<file path="src/rtl/div_8_bit_pkg.sv">
// Shared constants and state encoding for the sequential unsigned divider.
// Latency: n/a (package only).
// Backpressure: n/a (package only).
package div_8_bit_pkg;

  // Quotient / divisor / remainder width; the dividend is twice this wide.
  localparam int DW = 8;

  // One quotient bit is produced per iteration.
  localparam int ITER = DW;

  typedef enum logic [1:0] {
    S_IDLE = 2'd0,
    S_CALC = 2'd1,
    S_DONE = 2'd2
  } state_e;

endpackage

</file>
<file path="src/rtl/div_8_bit_step.sv">
// One restoring-division step: compare the shifted partial remainder with the divisor, subtract if it fits.
// Latency: purely combinational.
// Backpressure: none; the caller decides when to register the result.
// Ports: rem_i  - (W+1)-bit partial remainder with the next dividend bit already shifted in
//        dvs_i  - W-bit divisor
//        rem_o  - next partial remainder (always below the divisor, so W bits suffice)
//        q_o    - quotient bit for this step
module div_8_bit_step
  import div_8_bit_pkg::*;
#(
  parameter int W = div_8_bit_pkg::DW
) (
  input  logic [W:0]   rem_i,
  input  logic [W-1:0] dvs_i,
  output logic [W-1:0] rem_o,
  output logic         q_o
);

  always_comb begin
    q_o   = (rem_i >= {1'b0, dvs_i});
    // Either branch leaves a value strictly below the divisor, so the top bit is always zero.
    rem_o = q_o ? W'(rem_i - {1'b0, dvs_i}) : rem_i[W-1:0];
  end

endmodule

</file>
<file path="src/rtl/div_8_bit.sv">
// Sequential unsigned divider, 2*DW-bit dividend by DW-bit divisor, restoring algorithm, MSB first.
// Latency: DW cycles from the accepting edge for a normal divide; 1 cycle for divide-by-zero or overflow.
// Backpressure: start is only looked at while busy=0; requests during a divide are dropped.
// Ports: clk, rst_n (async, active-low); start/dividend/divisor request; busy, done (1-cycle pulse),
//        quotient, remainder, overflow, div_by_zero results held from DONE until the next accepted start.
module div_8_bit
  import div_8_bit_pkg::*;
#(
  parameter int DW = div_8_bit_pkg::DW
) (
  input  logic            clk,
  input  logic            rst_n,
  input  logic            start,
  input  logic [2*DW-1:0] dividend,
  input  logic [DW-1:0]   divisor,
  output logic            busy,
  output logic            done,
  output logic [DW-1:0]   quotient,
  output logic [DW-1:0]   remainder,
  output logic            overflow,
  output logic            div_by_zero
);

  localparam int CW = (ITER > 1) ? $clog2(ITER) : 1;
  localparam logic [CW-1:0] LAST = CW'(ITER - 1);

  state_e        state_q, state_d;
  logic [CW-1:0] cnt_q, cnt_d;
  logic [DW-1:0] pr_q, pr_d;        // partial remainder (its 9th bit is always zero between steps)
  logic [DW-1:0] lo_q, lo_d;        // dividend low half, shifted left one bit per iteration
  logic [DW-1:0] dvs_q, dvs_d;
  logic [DW-2:0] qacc_q, qacc_d;    // quotient bits gathered so far, kept off the output until DONE
  logic [DW-1:0] quo_q, quo_d;
  logic [DW-1:0] rem_q, rem_d;
  logic          ovf_q, ovf_d;
  logic          dbz_q, dbz_d;

  logic [DW-1:0] step_rem;
  logic          step_q;

  div_8_bit_step #(.W(DW)) u_step (
    .rem_i (({pr_q, lo_q[DW-1]})),
    .dvs_i (dvs_q),
    .rem_o (step_rem),
    .q_o   (step_q)
  );

  always_ff @(posedge clk or negedge rst_n) begin
    if (!rst_n) begin
      state_q <= S_IDLE;
      cnt_q   <= '0;
      pr_q    <= '0;
      lo_q    <= '0;
      dvs_q   <= '0;
      qacc_q  <= '0;
      quo_q   <= '0;
      rem_q   <= '0;
      ovf_q   <= 1'b0;
      dbz_q   <= 1'b0;
    end else begin
      state_q <= state_d;
      cnt_q   <= cnt_d;
      pr_q    <= pr_d;
      lo_q    <= lo_d;
      dvs_q   <= dvs_d;
      qacc_q  <= qacc_d;
      quo_q   <= quo_d;
      rem_q   <= rem_d;
      ovf_q   <= ovf_d;
      dbz_q   <= dbz_d;
    end
  end

  always_comb begin
    state_d = state_q;
    cnt_d   = cnt_q;
    pr_d    = pr_q;
    lo_d    = lo_q;
    dvs_d   = dvs_q;
    qacc_d  = qacc_q;
    quo_d   = quo_q;
    rem_d   = rem_q;
    ovf_d   = ovf_q;
    dbz_d   = dbz_q;

    case (state_q)
      S_IDLE, S_DONE: begin
        state_d = S_IDLE;
        if (start) begin
          state_d = S_CALC;
          cnt_d   = '0;
          pr_d    = dividend[2*DW-1:DW];
          lo_d    = dividend[DW-1:0];
          dvs_d   = divisor;
          qacc_d  = '0;
          ovf_d   = 1'b0;
          dbz_d   = 1'b0;
        end
      end

      S_CALC: begin
        if ((cnt_q == '0) && (dvs_q == '0)) begin
          // lo_q has not been shifted yet, so it still holds the dividend low half.
          state_d = S_DONE;
          dbz_d   = 1'b1;
          quo_d   = '1;
          rem_d   = lo_q;
        end else if ((cnt_q == '0) && (pr_q >= dvs_q)) begin
          // High half already >= divisor: the quotient needs more than DW bits.
          state_d = S_DONE;
          ovf_d   = 1'b1;
          quo_d   = '1;
          rem_d   = pr_q;
        end else begin
          pr_d   = step_rem;
          lo_d   = {lo_q[DW-2:0], 1'b0};
          cnt_d  = cnt_q + 1'b1;
          if (DW > 2) begin
            qacc_d = {qacc_q[DW-3:0], step_q};
          end else begin
            qacc_d = step_q;
          end
          if (cnt_q == LAST) begin
            state_d = S_DONE;
            quo_d   = {qacc_q, step_q};
            rem_d   = step_rem;
          end
        end
      end

      default: state_d = S_IDLE;
    endcase
  end

  assign busy        = (state_q == S_CALC);
  assign done        = (state_q == S_DONE);
  assign quotient    = quo_q;
  assign remainder   = rem_q;
  assign overflow    = ovf_q;
  assign div_by_zero = dbz_q;

endmodule
</file>
<file path="config.mk">
export PLATFORM = sky130hd
export DESIGN_NAME = div_8_bit
export DESIGN_NICKNAME = d
export VERILOG_FILES = /design/src/rtl/div_8_bit_pkg.sv /design/src/rtl/div_8_bit_step.sv /design/src/rtl/div_8_bit.sv
export SDC_FILE = /design/constraint.sdc
export NUM_CORES = 1
export LEC_CHECK = 0
export BUFFER_PORTS_ARGS = -buffer_cell sky130_fd_sc_hd__buf_2
export CAP_MARGIN = 10
export CORE_MARGIN = 3
export CORE_UTILIZATION = 55
export DETAILED_ROUTE_END_ITERATION = 6
export PLACE_DENSITY = 0.75
export SETUP_SLACK_MARGIN = 0.5
export SLEW_MARGIN = 20
export SYNTH_ARGS = -nofsm -noshare
export SYNTH_HDL_FRONTEND = slang
export SYNTH_SLANG_ARGS = --single-unit
</file>
<file path="constraint.sdc">
create_clock -name clk -period 7.4 [get_ports clk]
set_input_delay 0.74 -clock clk [delete_from_list [all_inputs] [get_ports clk]]
set_output_delay 0.74 -clock clk [all_outputs]
set_load 0.05 [all_outputs]
</file>
## Word-level counts from Yosys, hierarchy flattened

Cells that the tools add are included.

| storage, ports and cells | value |
|---|---|
| bits in writable memories | 0 |
| latch bits | 0 |
| register bits after elaboration | 54 |
| bits in read-only memories | 0 |
| output and inout bits | 20 |
| memories | 0 |

| cells by class | value |
|---|---|
| equal/unequal tests | 9 |
| multipliers | 0 |
| bitwise gates (word level) | 0 |
| reduce and logical (&&, ||, !) cells | 13 |
| multiplexer cells | 34 |
| add/subtract/negate cells | 2 |
| order comparisons | 2 |
| div/mod/pow operators | 0 |
| shifts and indexed selects | 0 |

Operators with widths:

| kind | count |
|---|---|
| 8-bit 2-to-1 mux | 13 |
| 8-bit case mux with 2 select lines | 2 |
| 7-bit 2-to-1 mux | 3 |
| 7-bit case mux with 2 select lines | 1 |
| 9-bit by 8-bit >= comparator with 1-bit output | 1 |
| 3-bit 2-to-1 mux | 3 |
| 8-bit >= comparator | 1 |
| 8-bit logical NOT | 1 |
| 4-bit AND reduction | 2 |
| 8-bit subtractor | 1 |
| 2-bit 2-to-1 mux | 3 |
| 2-bit inequality test, second input constant | 3 |
| 3-bit case mux with 2 select lines | 1 |
| 1-bit 2-to-1 mux | 5 |
| 2-bit by 1-bit inequality test with 1-bit output, second input constant | 2 |
| 4-bit by 1-bit inequality test with 1-bit output, second input constant | 1 |
| 1-bit case mux with 2 select lines | 2 |
| 2-bit case mux with 2 select lines | 1 |
| 2-bit AND reduction | 2 |
| 3-bit by 1-bit adder with 3-bit output, second input constant | 1 |
| 3-bit == test, second input constant | 1 |
| 3-bit logical NOT | 1 |
| 3-bit AND reduction | 1 |
| 3-bit nonzero test | 1 |
| 6 further kinds | 7 |

## Logic depth before layout (Yosys ltp)

Gate-level depths: netlist of run 1.

| logic depth | value |
|---|---|
| depth in word-level cells | 5 |
| depth in mapped cells | 10 |
| depth with buffers taken out | 9 |

## Hierarchy

A second synthesis of run 1 with hierarchy kept.

| unflattened totals | value |
|---|---|
| cells, all modules | 348 |
| area, all modules | 3349.5 µm² |

Modules (own cells, without submodules):

| module | seq. area each (µm²) | area an instance (µm²) | cells each | times used |
|---|---|---|---|---|
| div_8_bit | 1351.3 | 2829.0 | 279 | 1 |
| div_8_bit_step | 0.0 | 520.5 | 69 | 1 |

## Least setup slack after synthesis of run 1

Ideal clock, no wire load.

| timing path | value |
|---|---|
| path kind | register to register |
| from | register pr_q[0] |
| to | register quo_q[3] (netlist: quotient[3]) |
| path slack | 5.052 ns |
| period minus slack after synthesis | 2.348 ns |
| data arrival time | 2.226 ns |
| library setup time | 0.122 ns |
| cell stages (with the launch flop) | 10 |
| path through | dfrtp_1 > inv_1 > ha_1 > nand2b_4 > a2111o_1 > a31o_4 > a21oi_4 > nand2_4 > buf_6 > o22a_1 |

| on the way | value |
|---|---|
| cells in the longest elaborated chain, start to end | 4 |

Ends and longest elaborated chain:

| item | line | text |
|---|---|---|
| start: declaration | div_8_bit.sv:29 | `logic [DW-1:0] pr_q, pr_d;` |
| start signal: assignment | div_8_bit.sv:63 | `pr_q <= pr_d;` |
| 8-bit >= comparator * | div_8_bit.sv:108 | `end else if ((cnt_q == '0) && (pr_q >= dvs_q)) begin` |
| 1-bit logical AND * | div_8_bit.sv:108 |  |
| 3-bit nonzero test (no line) or 8-bit 2-to-1 mux (tied branches) | -- |  |
| 2-bit AND reduction (no line) or 8-bit 2-to-1 mux (tied branches) | -- |  |
| end signal: assignment | div_8_bit.sv:67 | `quo_q <= quo_d;` |
| end: declaration | div_8_bit.sv:33 | `logic [DW-1:0] quo_q, quo_d;` |

Every way passes the cells marked *; elsewhere a longest branch is shown, timed or not.
A chain may end at the register's enable or synchronous reset.

## Worst setup path in the final report of run 1

| timing path | value |
|---|---|
| from | register cnt_q[0] |
| to | register rem_q[5] (netlist: remainder[5]) |

| on the way | value |
|---|---|
| cells in the longest elaborated chain, start to end | 4 |

Ends and longest elaborated chain:

| item | line | text |
|---|---|---|
| start: declaration | div_8_bit.sv:28 | `logic [CW-1:0] cnt_q, cnt_d;` |
| start signal: assignment | div_8_bit.sv:62 | `cnt_q <= cnt_d;` |
| 3-bit logical NOT | div_8_bit.sv:102, div_8_bit.sv:108 |  |
| 1-bit logical AND, on equally long branches | div_8_bit.sv:102, div_8_bit.sv:108 |  |
| 3-bit nonzero test (no line) or 8-bit 2-to-1 mux (tied branches) | -- |  |
| 2-bit AND reduction (no line) or 8-bit 2-to-1 mux (tied branches) | -- |  |
| end signal: assignment | div_8_bit.sv:68 | `rem_q <= rem_d;` |
| end: declaration | div_8_bit.sv:34 | `logic [DW-1:0] rem_q, rem_d;` |

Parallel ways exist; a longest one is shown, timed or not.

==> impl_summary.txt, run 1 <==
----------------------------------------------------
[Placement]
  Number of I/O port buffers ... 46
  Placer Congestion ... 0.866
  Post-detail-place hpwl ... 5390 um

[Clocking]
  # H-tree levels ... 2
  TritonCTS clock tree ... done
  Root buf cell ... sky130_fd_sc_hd__clkbuf_8
  TritonCTS sink count ... 54
  Skew-Pair Late Insertion Delay ... 310 ps
  Total of cells resized after clock tree synthesis ... 0
  Clock Path Buffers ... 2
  Clock Pin Slew Worst Setup and Hold Paths ... 90 ps
  Post CTS Setup Buffer Count ... 0
  TritonCTS Buffers ... 5
  Hold_buf cts ... 0

[Run]
  Number of maximum-capacitance constraint violations ... 0

[Floorplan]
  Row Count ... 26
  Core ar. ... 0.00530 mm2
  Io pins ... 47
  Width of the die ... 81.4 um
  Die outline area ... 0.00663 mm2
  Initial core utilization ... 0.590
  Height of the die ... 81.4 um

[Synth]
  Unique masters post-synth ... 56
  Async set-reset flop share out of synthesis ... 1.00
  Synth Area per Inst ... 9.60 um2
  Nets in the synthesized netlist ... 373
  Netlist area before placement ... 0.00313 mm2
  Flip-flop and latch count after synthesis ... 54
  Synthesized instance count ... 326
  Share of the yosys chip area belonging to registers ... 0.432
  Number of enable flip-flop cells after synthesis ... 0
  Primary FF master, synth ... sky130_fd_sc_hd__dfrtp_1
  Yosys warning total ... 0

[Timing]
  Final hold vios ... 0
  Post-route clock period utilization ... 0.403
  Worst rel slew slack ... 0.380
  Post-route clock skew ... 6.72 ps
  Count of final setup violators ... 0
  Number of pins with negative max-slew slack in the final report ... 0
  Minimum clock period ... 2980 ps
  Setup repair after global routing missed its margin ... no
  Total Negative Setup Slacks ... 0 ps
  Maximum clock frequency ... 335 MHz
  Slew at the pin closest to its max-slew limit ... 928 ps

[Detailed routing]
  Routed length on met2 ... 3310 um
  Vias ... 2,599
  Number of DRC markers in iteration 0 ... 153
  Count of unresolved DRC violations after routing ... 0
  Antenna Violating Nets Remaining ... 0
  Length of routed met3 wiring ... 434 um
  Post-Route M1 WL ... 3490 um
  Post-detailed-route via-to-cell ratio ... 5.95
  Final Routed Wirelength ... 7380 um
  Routed WL per cell ... 16.9 um
  Count of TritonRoute iterations in the first routing pass ... 5
  Max Used Layer ... met4

[Worst setup path]
  CP Max Fanout ... 18
  Arrival time at the worst endpoint ... 3190 ps
  Required time at the endpoint of the critical path ... 7610 ps
  Logic depth of the worst register-to-register path ... 8
  Worst setup slack for register-to-register paths ... 4420 ps
  Endpoint type of the worst setup path ... flip-flop
  Startpoint type of the worst setup path ... flip-flop
  Critical Setup Path Class ... flip-flop to flip-flop
  R2r startpoint ... cnt_q[0]
  Reg2reg end ... remainder[5]

[Global routing]
  Global-route wire length before repair ... 12,200 um
  Number of global-route vias before repair ... 2,438
  Pin count of the biggest net entering global routing ... 55
  Total routing resource utilization after global routing ... 0.242
  Number of antenna violations at the first check in global routing ... 0
  Grt ovf ... 0

[Cells and area]
  Count of inserted antenna diode cells ... 0
  Area grow syn2layout ... 12.2%
  Layout net count ... 413
  Multi-input gate area ... 0.00163 mm2
  Fillcell total ... 443
  Post-layout util ... 0.662
  Share of post-route cells with drive strength above 1 ... 0.218
  Area of all sequential standard cells ... 0.00135 mm2

[Min path]
  Class of the worst hold path ... flip-flop to flip-flop
  Hold Startpoint ... div_by_zero
  End of the worst hold path ... div_by_zero
  Hold path depth ... 2

[Status]
  Result of the run ... finished, final reports clean

----------------------------------------------------
-- stage by stage --
stage	instance area [um2]	hold WS, ps	instances	setup slack, ps
final	3510	492	437	4420
after floorplan	3130	444	326	5050
after global routing	3510	511	437	4110
after detailed placement	3400	472	429	4470
after CTS	3510	492	437	4460
after global placement	3400	458	429	4520
-- state kept, by name (all words and copies together) (netlist names) --
signal / flops
cnt_q: 3
div_by_zero: 1
dvs_q: 8
lo_q: 8
overflow: 1
pr_q: 8
qacc_q: 7
quotient: 8
remainder: 8
state_q: 2
-- cell usage after synthesis, types with 2 or more instances --
cell type	n	share of area
sky130_fd_sc_hd__dfrtp_1	54	0.43
sky130_fd_sc_hd__nand2_1	48	0.058
sky130_fd_sc_hd__o21ai_0	31	0.050
sky130_fd_sc_hd__inv_1	21	0.025
sky130_fd_sc_hd__ha_1	19	0.076
sky130_fd_sc_hd__nor2_1	18	0.022
sky130_fd_sc_hd__a21oi_1	9	0.014
sky130_fd_sc_hd__a22o_2	8	0.026
sky130_fd_sc_hd__clkbuf_1	8	0.0096
sky130_fd_sc_hd__o211ai_1	8	0.019
sky130_fd_sc_hd__mux2i_1	7	0.022
sky130_fd_sc_hd__nor2b_1	6	0.012
sky130_fd_sc_hd__o221ai_1	6	0.017
sky130_fd_sc_hd__nand2b_1	5	0.010
sky130_fd_sc_hd__a31oi_1	4	0.0080
sky130_fd_sc_hd__buf_2	4	0.0064
sky130_fd_sc_hd__o21a_1	4	0.0096
sky130_fd_sc_hd__o22a_1	4	0.011
sky130_fd_sc_hd__o22a_2	4	0.013
sky130_fd_sc_hd__o31ai_1	4	0.0096
sky130_fd_sc_hd__o41ai_1	4	0.011
sky130_fd_sc_hd__a21boi_0	3	0.0072
sky130_fd_sc_hd__a22o_1	3	0.0084
sky130_fd_sc_hd__nand3_1	3	0.0048
sky130_fd_sc_hd__xnor2_1	3	0.0084
sky130_fd_sc_hd__a21o_1	2	0.0048
sky130_fd_sc_hd__a41oi_1	2	0.0056
sky130_fd_sc_hd__nand4_1	2	0.0040
sky130_fd_sc_hd__nor3_1	2	0.0032
sky130_fd_sc_hd__nor4_1	2	0.0040
sky130_fd_sc_hd__o21ai_1	2	0.0032
sky130_fd_sc_hd__or3_1	2	0.0040
-- layout by cell type (no fill, tap or decap), types with 4 or more instances in the layout --
master	n
sky130_fd_sc_hd__nand2b_1	5
sky130_fd_sc_hd__nor2b_1	5
sky130_fd_sc_hd__inv_1	21
sky130_fd_sc_hd__clkbuf_8	5
sky130_fd_sc_hd__o41ai_1	4
sky130_fd_sc_hd__a21oi_1	9
sky130_fd_sc_hd__buf_2	46
sky130_fd_sc_hd__o22a_1	4
sky130_fd_sc_hd__a31oi_1	4
sky130_fd_sc_hd__a22o_2	8
sky130_fd_sc_hd__ha_1	19
sky130_fd_sc_hd__o31ai_1	4
sky130_fd_sc_hd__nor2_1	18
sky130_fd_sc_hd__o21a_1	4
sky130_fd_sc_hd__o221ai_1	6
sky130_fd_sc_hd__o211ai_1	8
sky130_fd_sc_hd__o22a_2	4
sky130_fd_sc_hd__o21ai_0	31
sky130_fd_sc_hd__dfrtp_1	54
sky130_fd_sc_hd__nand2_1	48
sky130_fd_sc_hd__mux2i_1	7
-- worst max-delay path, cell delays in order, from the launching register on --
cell and delay [ps]:
sky130_fd_sc_hd__dfrtp_1 420, sky130_fd_sc_hd__inv_1 70, sky130_fd_sc_hd__ha_1 150, sky130_fd_sc_hd__nor2b_1 420, sky130_fd_sc_hd__and4_1 530, sky130_fd_sc_hd__nor2_1 100
sky130_fd_sc_hd__a31oi_2 780, sky130_fd_sc_hd__o21ai_0 160, sky130_fd_sc_hd__a31o_2 250
-- worst max path at each step --
stage | from | endpoint | slack (ps) | depth (start not counted)
finish | cnt_q[0] | remainder[5] | 4420 | 8
global route | cnt_q[0] | remainder[5] | 4110 | 8
CTS | cnt_q[0] | remainder[5] | 4460 | 8
detailed placement | cnt_q[0] | remainder[5] | 4470 | 8
global placement | cnt_q[0] | remainder[5] | 4520 | 8
floorplan | pr_q[0] | quotient[3] | 5050 | 9
-- logic make-up (layout without fill, tap and decap cells) --
group,count (synthesis),count (layout),share of synthesized area
flip-flops,54,54,0.432
XOR/XNOR,3,3,0.00840
buffers and inverters,37,78,0.0496
adder cells (fa/ha/maj),20,20,0.0824
AO/OA/AOI/OAI,111,111,0.264
multiplexers,7,7,0.0224
AND/OR/NAND/NOR,94,94,0.141
-- routing by layer --
metal / vias up / GRT usage
li1: 1270 / -
met4: 0 / 0.0794
met1: 1236 / 0.357
met2: 80 / 0.361
met5: - / 0
met3: 13 / 0.0417
-- area by class of cell --
class,count,area share
inverters,22,0.0235
well taps,70,0.0250
repair buffers,48,0.0699
clock inverters,2,0.0107
clock buffers,6,0.0207
multi-input cells,235,0.465
flip-flops and latches,54,0.385
Power of run 1 is left out: the tool's default activity adds up to more than one toggle a clock period on the data nets, which glitch-free logic cannot reach.
==> run 2: changes to the inputs <==
clock period = 2.8 ns   (was 7.4 ns; I/O delays follow)
==> run 2 against run 1 <==
Net effect: non-clock buffer count increased by 24; final area grew 11%; largest cell class unchanged; critical path type unchanged; critical endpoint is now pr_q[7]; worst hold slack lost 420 ps.
==> impl_summary.txt, run 2 (synthesized netlist as in run 1, its figures left out) <==
----------------------------------------------------
[Cells and area]
  Area grow syn2layout ... 24.0%
  Share of post-route cells with drive strength above 1 ... 0.331 (+0.113)
  Layout net count ... 439 (+6.3%)
  Most common cell after layout, fill and taps aside ... sky130_fd_sc_hd__dfrtp_1
  Count of inserted antenna diode cells ... 0 (unchanged)
  Top library cells by usage in the layout, fill and taps aside ... sky130_fd_sc_hd__dfrtp_1, sky130_fd_sc_hd__nand2_1, sky130_fd_sc_hd__buf_2, sky130_fd_sc_hd__o21ai_0, sky130_fd_sc_hd__buf_4

[Timing]
  Setup repair after global routing missed its margin ... yes
  Post-route clock period utilization ... 0.844 (+0.441)
  Slew at the pin closest to its max-slew limit ... 671 ps (-257 ps)
  Maximum clock frequency ... 423 MHz (+26%)
  Minimum clock period ... 2360 ps (-620 ps)
  Post-route clock skew ... 7.81 ps (+1.09 ps)
  Count of final setup violators ... 0 (unchanged)
  Number of pins with negative max-slew slack in the final report ... 0 (unchanged)
  Total Negative Setup Slacks ... 0 ps (unchanged)
  Worst rel slew slack ... 0.553 (+0.173)
  Final hold vios ... 0 (unchanged)

[Detailed routing]
  Vias ... 2,835 (+9.1%)
  Post-detailed-route via-to-cell ratio ... 6.12 (+3.0%)
  Antenna Violating Nets Remaining ... 0 (unchanged)
  Count of unresolved DRC violations after routing ... 0 (unchanged)
  Count of TritonRoute iterations in the first routing pass ... 4 (-1)
  Number of DRC markers in iteration 0 ... 191 (+25%)
  Final Routed Wirelength ... 8540 um (+16%)
  Routed WL per cell ... 18.4 um (+9.2%)

[Clocking]
  Clock Path Buffers ... 2 (unchanged)
  Root buf cell ... sky130_fd_sc_hd__clkbuf_8
  TritonCTS sink count ... 54 (unchanged)
  Clock Pin Slew Worst Setup and Hold Paths ... 100 ps (about the same)
  TritonCTS clock tree ... done
  TritonCTS Buffers ... 5 (unchanged)
  # H-tree levels ... 2 (unchanged)
  Skew-Pair Late Insertion Delay ... 310 ps (about the same)

[Min path]
  Class of the worst hold path ... primary input to async pin

[Global routing]
  Global-route wire length before repair ... 13,400 um (+10%)
  Pin count of the biggest net entering global routing ... 55 (unchanged)
  Number of antenna violations at the first check in global routing ... 0 (unchanged)
  Number of global-route vias before repair ... 2,698 (+11%)
  Total routing resource utilization after global routing ... 0.269 (+0.0271)
  Grt ovf ... 0 (unchanged)

[Placement]
  Placer Congestion ... 0.922 (+6.5%)
  Number of I/O port buffers ... 46 (unchanged)
  Post-detail-place hpwl ... 5710 um (+5.9%)

[Floorplan]
  Initial core utilization ... 0.590 (unchanged)
  Row Count ... 26 (unchanged)
  Io pins ... 47 (unchanged)
  Core ar. ... 0.00530 mm2 (unchanged)
  Height of the die ... 81.4 um (unchanged)
  Width of the die ... 81.4 um (unchanged)
  Die outline area ... 0.00663 mm2 (unchanged)

[Worst setup path]
  Startpoint type of the worst setup path ... flip-flop
  Highest cell delay on the worst timing path ... 520 ps (-260 ps)
  Bufs and invs on worst path ... 0 (-1)
  Critical Setup Path Class ... flip-flop to flip-flop
  CP max stage cell ... sky130_fd_sc_hd__dfrtp_1
  Required time at the endpoint of the critical path ... 2990 ps (-4620 ps)
  Cell breakdown of the critical path ... ha_2 -> a21o_1 -> a31oi_1 -> a21oi_1 -> or3_1 -> a311oi_1 -> o31ai_1
  Arrival time at the worst endpoint ... 2560 ps (-630 ps)
  Kind of cell adding the most delay to the critical path ... compound AO/OA/AOI/OAI gates
  Logic depth of the worst register-to-register path ... 7 (-1)
  Endpoint type of the worst setup path ... flip-flop
  CP Max Fanout ... 8 (-10)
  Worst setup slack for register-to-register paths ... 440 ps (-3980 ps)
  Depth of the critical timing path with buffers and inverters included ... 7 (-1)

[Status]
  Result of the run ... finished, final reports clean

[Run]
  Number of maximum-capacitance constraint violations ... 0 (unchanged)

----------------------------------------------------
==> run 2: changes by cell type in the layout (fill, tap and decap cells not counted), moves of 3 or more <==
| cell | change |
|---|---|
| sky130_fd_sc_hd__buf_4 | +23 |
| sky130_fd_sc_hd__ha_1 | -5 |
| sky130_fd_sc_hd__ha_4 | +4 |
| sky130_fd_sc_hd__inv_1 | -4 |
| sky130_fd_sc_hd__inv_2 | +4 |
| sky130_fd_sc_hd__o21ai_0 | -4 |
| sky130_fd_sc_hd__dfrtp_1 | -3 |
| sky130_fd_sc_hd__dfrtp_2 | +3 |
==> run 2: per-layer routing <==
metal / routed length, um / vias up / GRT usage
li1: - / 1320 / -
met1: 3700 / 1368 / 0.371
met2: 4070 / 123 / 0.434
met3: 531 / 24 / 0.0526
met4: 231 / 0 / 0.0743
met5: 0 / - / 0
==> run 2: final timing paths <==
path	from	end
setup / recovery	pr_q[3]	pr_q[7]
hold / removal	rst_n	dvs_q[2]
setup reg to reg	pr_q[3]	pr_q[7]
hold reg to reg	div_by_zero	div_by_zero
max in group asynchronous	rst_n	pr_q[1]
min in group clk	divisor[0]	dvs_q[0]
==> run 2: worst register-to-register path, delay by kind of cell (launching register included) <==
kind / cells / cell delay [ps]
and+or+nand+nor: 1 / 380
AOI/OAI and AO/OA: 5 / 980
DFF: 1 / 520
adders and majority gates: 1 / 380
==> run 2: timing repair <==
action | in CTS | in global routing
gates cloned | 1 | 1
endpoints found under the hold margin | 0 | 0
hold buffers | 0 | 0
pin swaps | 3 | 12
buffers inserted | 5 | 8
resized for setup | 17 | 23
setup endpoints to repair | 23 | 40
==> run 2: cell type report <==
class,instances,area [um2]
multi-input combinational,237,1800
fill,383,1420
tap,70,87.6
sequential,54,1360
clock inverter,3,43.8
inverter,22,82.6
timing repair buffer,72,438
clock buffer,5,68.8
==> run 2: metrics by stage <==
stage	setup WS (ps)	util	hold WS, ps	instance area [um2]	cells
2_1_floorplan	534	-	-15.6	3130	326
3_3_place_gp	402	0.656	447	3480	440
3_5_place_dp	364	0.656	443	3480	440
4_1_cts	502	0.699	109	3710	454
5_1_grt	397	0.731	113	3880	463
6_report	438	0.731	76.7	3880	463
Power of run 2 is left out for the same reason.
==> run 3: changes to the inputs <==
ABC_AREA = 1   (was unset)
clock period = 2.3 ns   (was 2.8 ns; I/O delays follow)
==> run 3 against run 2 <==
Net effect: count of clock-buffer cells in the layout unchanged; sequential share of layout area fell by 7.6 points; cell count is 34% higher; synthesized area increased by 7.0%; synthesized cell count up 34%; critical path depth rose by 7; worst hold slack got worse by 46 ps; register-to-register slack lost 430 ps; first-iteration DRC count grew to 3.1 times the previous value; via count rose by 35%; non-clock buffer count is 35 higher; fmax increased by 3.1%.
==> impl_summary.txt, run 3 <==
----------------------------------------------------
[Placement]
  Placed Area ... 0.00367 mm2 (+5.4%)
  Number of I/O port buffers ... 46 (unchanged)
  Number of placed cells counting well taps ... 554 (+26%)
  Post-place setup slack ... -61.5 ps (-425 ps)
  Post-detail-place hpwl ... 6020 um (+5.4%)
  Placer Congestion ... 0.926 (+0.41%)

[Worst setup path]
  CP Max Fanout ... 5 (-3)
  Logic depth of the worst register-to-register path ... 14 (+7)
  R2r startpoint ... dvs_q[6]
  Bufs and invs on worst path ... 1 (+1)
  Reg2reg end ... remainder[6]
  CP max stage cell ... sky130_fd_sc_hd__dfrtp_1
  Arrival time at the worst endpoint ... 2510 ps (-50 ps)
  Kind of cell adding the most delay to the critical path ... simple AND/OR/NAND/NOR gates
  Required time at the endpoint of the critical path ... 2520 ps (-470 ps)
  Critical Setup Path Class ... flip-flop to flip-flop
  Worst setup slack for register-to-register paths ... 10 ps (-430 ps)
  Endpoint type of the worst setup path ... flip-flop
  Highest cell delay on the worst timing path ... 410 ps (-110 ps)
  Critical Path Start ... dvs_q[6]
  Startpoint type of the worst setup path ... flip-flop
  Cell breakdown of the critical path ... inv_2 -> ha_4 -> nand2_1 -> nand2_1 -> nand2_1 -> nand2_2 -> nor2_4 -> nand2_2 -> nand2_2 -> nand2_2 -> nor2_1 -> nor2_1 -> nor2_1 -> nor2_1

[Cells and area]
  Fillcell total ... 242 (-37%)
  Top library cells by usage in the layout, fill and taps aside ... sky130_fd_sc_hd__nand2_1, sky130_fd_sc_hd__nor2_1, sky130_fd_sc_hd__buf_2, sky130_fd_sc_hd__dfrtp_1, sky130_fd_sc_hd__buf_4
  Area grow syn2layout ... 49.2%
  Layout net count ... 595 (+36%)
  Share of post-route cells with drive strength above 1 ... 0.443 (+0.112)
  Most common cell after layout, fill and taps aside ... sky130_fd_sc_hd__nand2_1
  Count of inserted antenna diode cells ... 0 (unchanged)
  Final standard cell area without fillers ... 0.00499 mm2 (+29%)
  Post-layout util ... 0.874 (+0.143)
  Non-filler cells, final ... 621 (+34%)

[Detailed routing]
  Final Routed Wirelength ... 12,900 um (+51%)
  Count of unresolved DRC violations after routing ... 0 (unchanged)
  Antenna Violating Nets Remaining ... 0 (unchanged)
  Routed length on met2 ... 5930 um (+46%)
  Count of TritonRoute iterations in the first routing pass ... 7 (+3)
  Max Used Layer ... met4
  Vias ... 3,831 (+35%)
  Routed WL per cell ... 20.8 um (+13%)
  Post-Route M1 WL ... 4840 um (+31%)
  Length of routed met3 wiring ... 1430 um (+170%)
  Post-detailed-route via-to-cell ratio ... 6.17 (+0.75%)
  Number of DRC markers in iteration 0 ... 597 (+210%)

[Synth]
  Primary FF master, synth ... sky130_fd_sc_hd__dfrtp_1
  Nets in the synthesized netlist ... 485 (+30%)
  Unique masters post-synth ... 33 (-41%)
  Share of the yosys chip area belonging to registers ... 0.404 (-0.0283)
  Yosys warning total ... 0 (unchanged)
  Synth Area per Inst ... 7.64 um2 (-20%)
  Flip-flop and latch count after synthesis ... 54 (unchanged)
  Async set-reset flop share out of synthesis ... 1.00 (unchanged)
  Top cells by count, synth ... sky130_fd_sc_hd__nand2_1, sky130_fd_sc_hd__nor2_1, sky130_fd_sc_hd__dfrtp_1, sky130_fd_sc_hd__inv_1, sky130_fd_sc_hd__nand3_1
  Number of enable flip-flop cells after synthesis ... 0 (unchanged)
  Synthesized instance count ... 438 (+34%)
  Dominant cells by area after synthesis ... sky130_fd_sc_hd__dfrtp_1, sky130_fd_sc_hd__nand2_1, sky130_fd_sc_hd__ha_1
  Largest area contributor in the synthesized netlist ... sky130_fd_sc_hd__dfrtp_1
  Netlist area before placement ... 0.00335 mm2 (+7.0%)
  Most repeated cell in the gate-level netlist after synthesis ... sky130_fd_sc_hd__nand2_1
  Fraction of synthesized cell area taken by the top area cell type ... 0.404 (-0.0283)

[Status]
  Result of the run ... finished, final reports clean

[Clocking]
  TritonCTS Buffers ... 5 (unchanged)
  TritonCTS clock tree ... done
  # H-tree levels ... 2 (unchanged)
  Root buf cell ... sky130_fd_sc_hd__clkbuf_8
  TritonCTS sink count ... 54 (unchanged)
  Clock Pin Slew Worst Setup and Hold Paths ... 110 ps (about the same)
  Skew-Pair Late Insertion Delay ... 320 ps (about the same)
  Clock Path Buffers ... 2 (unchanged)
  Hold_buf cts ... 0 (unchanged)

[Floorplan]
  Die outline area ... 0.00706 mm2 (+6.5%)
  Initial core utilization ... 0.586 (-0.00366)
  Io pins ... 47 (unchanged)
  Core ar. ... 0.00571 mm2 (+7.7%)
  Width of the die ... 84.0 um (+3.2%)
  Row Count ... 27 (+3.8%)
  Height of the die ... 84.0 um (+3.2%)

[Global routing]
  Number of global-route vias before repair ... 3,398 (+26%)
  Pin count of the biggest net entering global routing ... 55 (unchanged)
  Grt ovf ... 0 (unchanged)
  Number of antenna violations at the first check in global routing ... 0 (unchanged)
  Total routing resource utilization after global routing ... 0.287 (+0.0178)
  Global-route wire length before repair ... 16,400 um (+22%)

[Timing]
  Final hold vios ... 0 (unchanged)
  Setup repair after global routing missed its margin ... yes
  Slew at the pin closest to its max-slew limit ... 732 ps (+61.0 ps)
  Post-route clock skew ... 7.68 ps (-0.126 ps)
  Number of pins with negative max-slew slack in the final report ... 0 (unchanged)
  Worst rel slew slack ... 0.512 (-0.0407)
  Minimum clock period ... 2290 ps (-71.8 ps)
  Post-route clock period utilization ... 0.996 (+0.152)
  Count of final setup violators ... 0 (unchanged)
  Maximum clock frequency ... 437 MHz (+3.1%)
  Post-route worst setup slack ... 9.74 ps (-428 ps)

[Run]
  Number of maximum-capacitance constraint violations ... 0 (unchanged)

[Min path]
  Class of the worst hold path ... primary input to async pin

----------------------------------------------------
[run 3: worst max path at each step]
stage,endpoint,slack (ps),cells after the start
after floorplan,quotient[1],420,12
after global placement,pr_q[7],110,11
after detailed placement,pr_q[7],-60,11
after CTS,pr_q[1],340,10
after global routing,remainder[6],10,14
final,remainder[6],10,14
[run 3: layer usage]
| metal | global-route usage | up-vias |
|---|---|---|
| li1 | - | 1638 |
| met1 | 0.381 | 1781 |
| met2 | 0.469 | 319 |
| met3 | 0.0553 | 93 |
| met4 | 0.0994 | 0 |
| met5 | 0 | - |
[run 3: what timing repair did]
action | 4_1_cts | 5_1_grt
pin swaps | 10 | 44
hold endpoints to repair | 0 | 0
endpoints found under the setup margin | 45 | 46
setup buffers | 27 | 25
gates cloned | 4 | 3
gates resized for setup | 63 | 88
[run 3: layout make-up]
cell class,count,area [um2],share of cell area
clock buffers,5,68.8,0.0138
clock inverters,3,48.8,0.00977
inverters,54,225,0.0451
multi-input cells,325,2350,0.471
flip-flops and latches,54,1360,0.273
well taps,72,90.1,0.0180
repair buffers,107,840,0.168
repair inverters,1,6.26,0.00125
[run 3: metrics by stage]
| stage | hold WS (ps) | TNS (ps) |
|---|---|---|
| 2_1_floorplan | -65.6 | 0 |
| 3_3_place_gp | 412 | 0 |
| 3_5_place_dp | 412 | -119 |
| 4_1_cts | 70.6 | 0 |
| 5_1_grt | 74.8 | 0 |
| 6_report | 30.7 | 0 |
[run 3: cell families (layout without fill, tap and decap cells)]
| family | Yosys count | in the layout | synth area share |
|---|---|---|---|
| AND/OR/NAND/NOR | 237 | 242 | 0.317 |
| buffers and inverters | 64 | 170 | 0.0822 |
| AO/OA/AOI/OAI | 56 | 56 | 0.0998 |
| flip-flops | 54 | 54 | 0.404 |
| adder cells (fa/ha/maj) | 20 | 20 | 0.0770 |
| multiplexers | 4 | 4 | 0.0123 |
| XOR/XNOR | 3 | 3 | 0.00785 |
Power of run 3 is left out for the same reason.
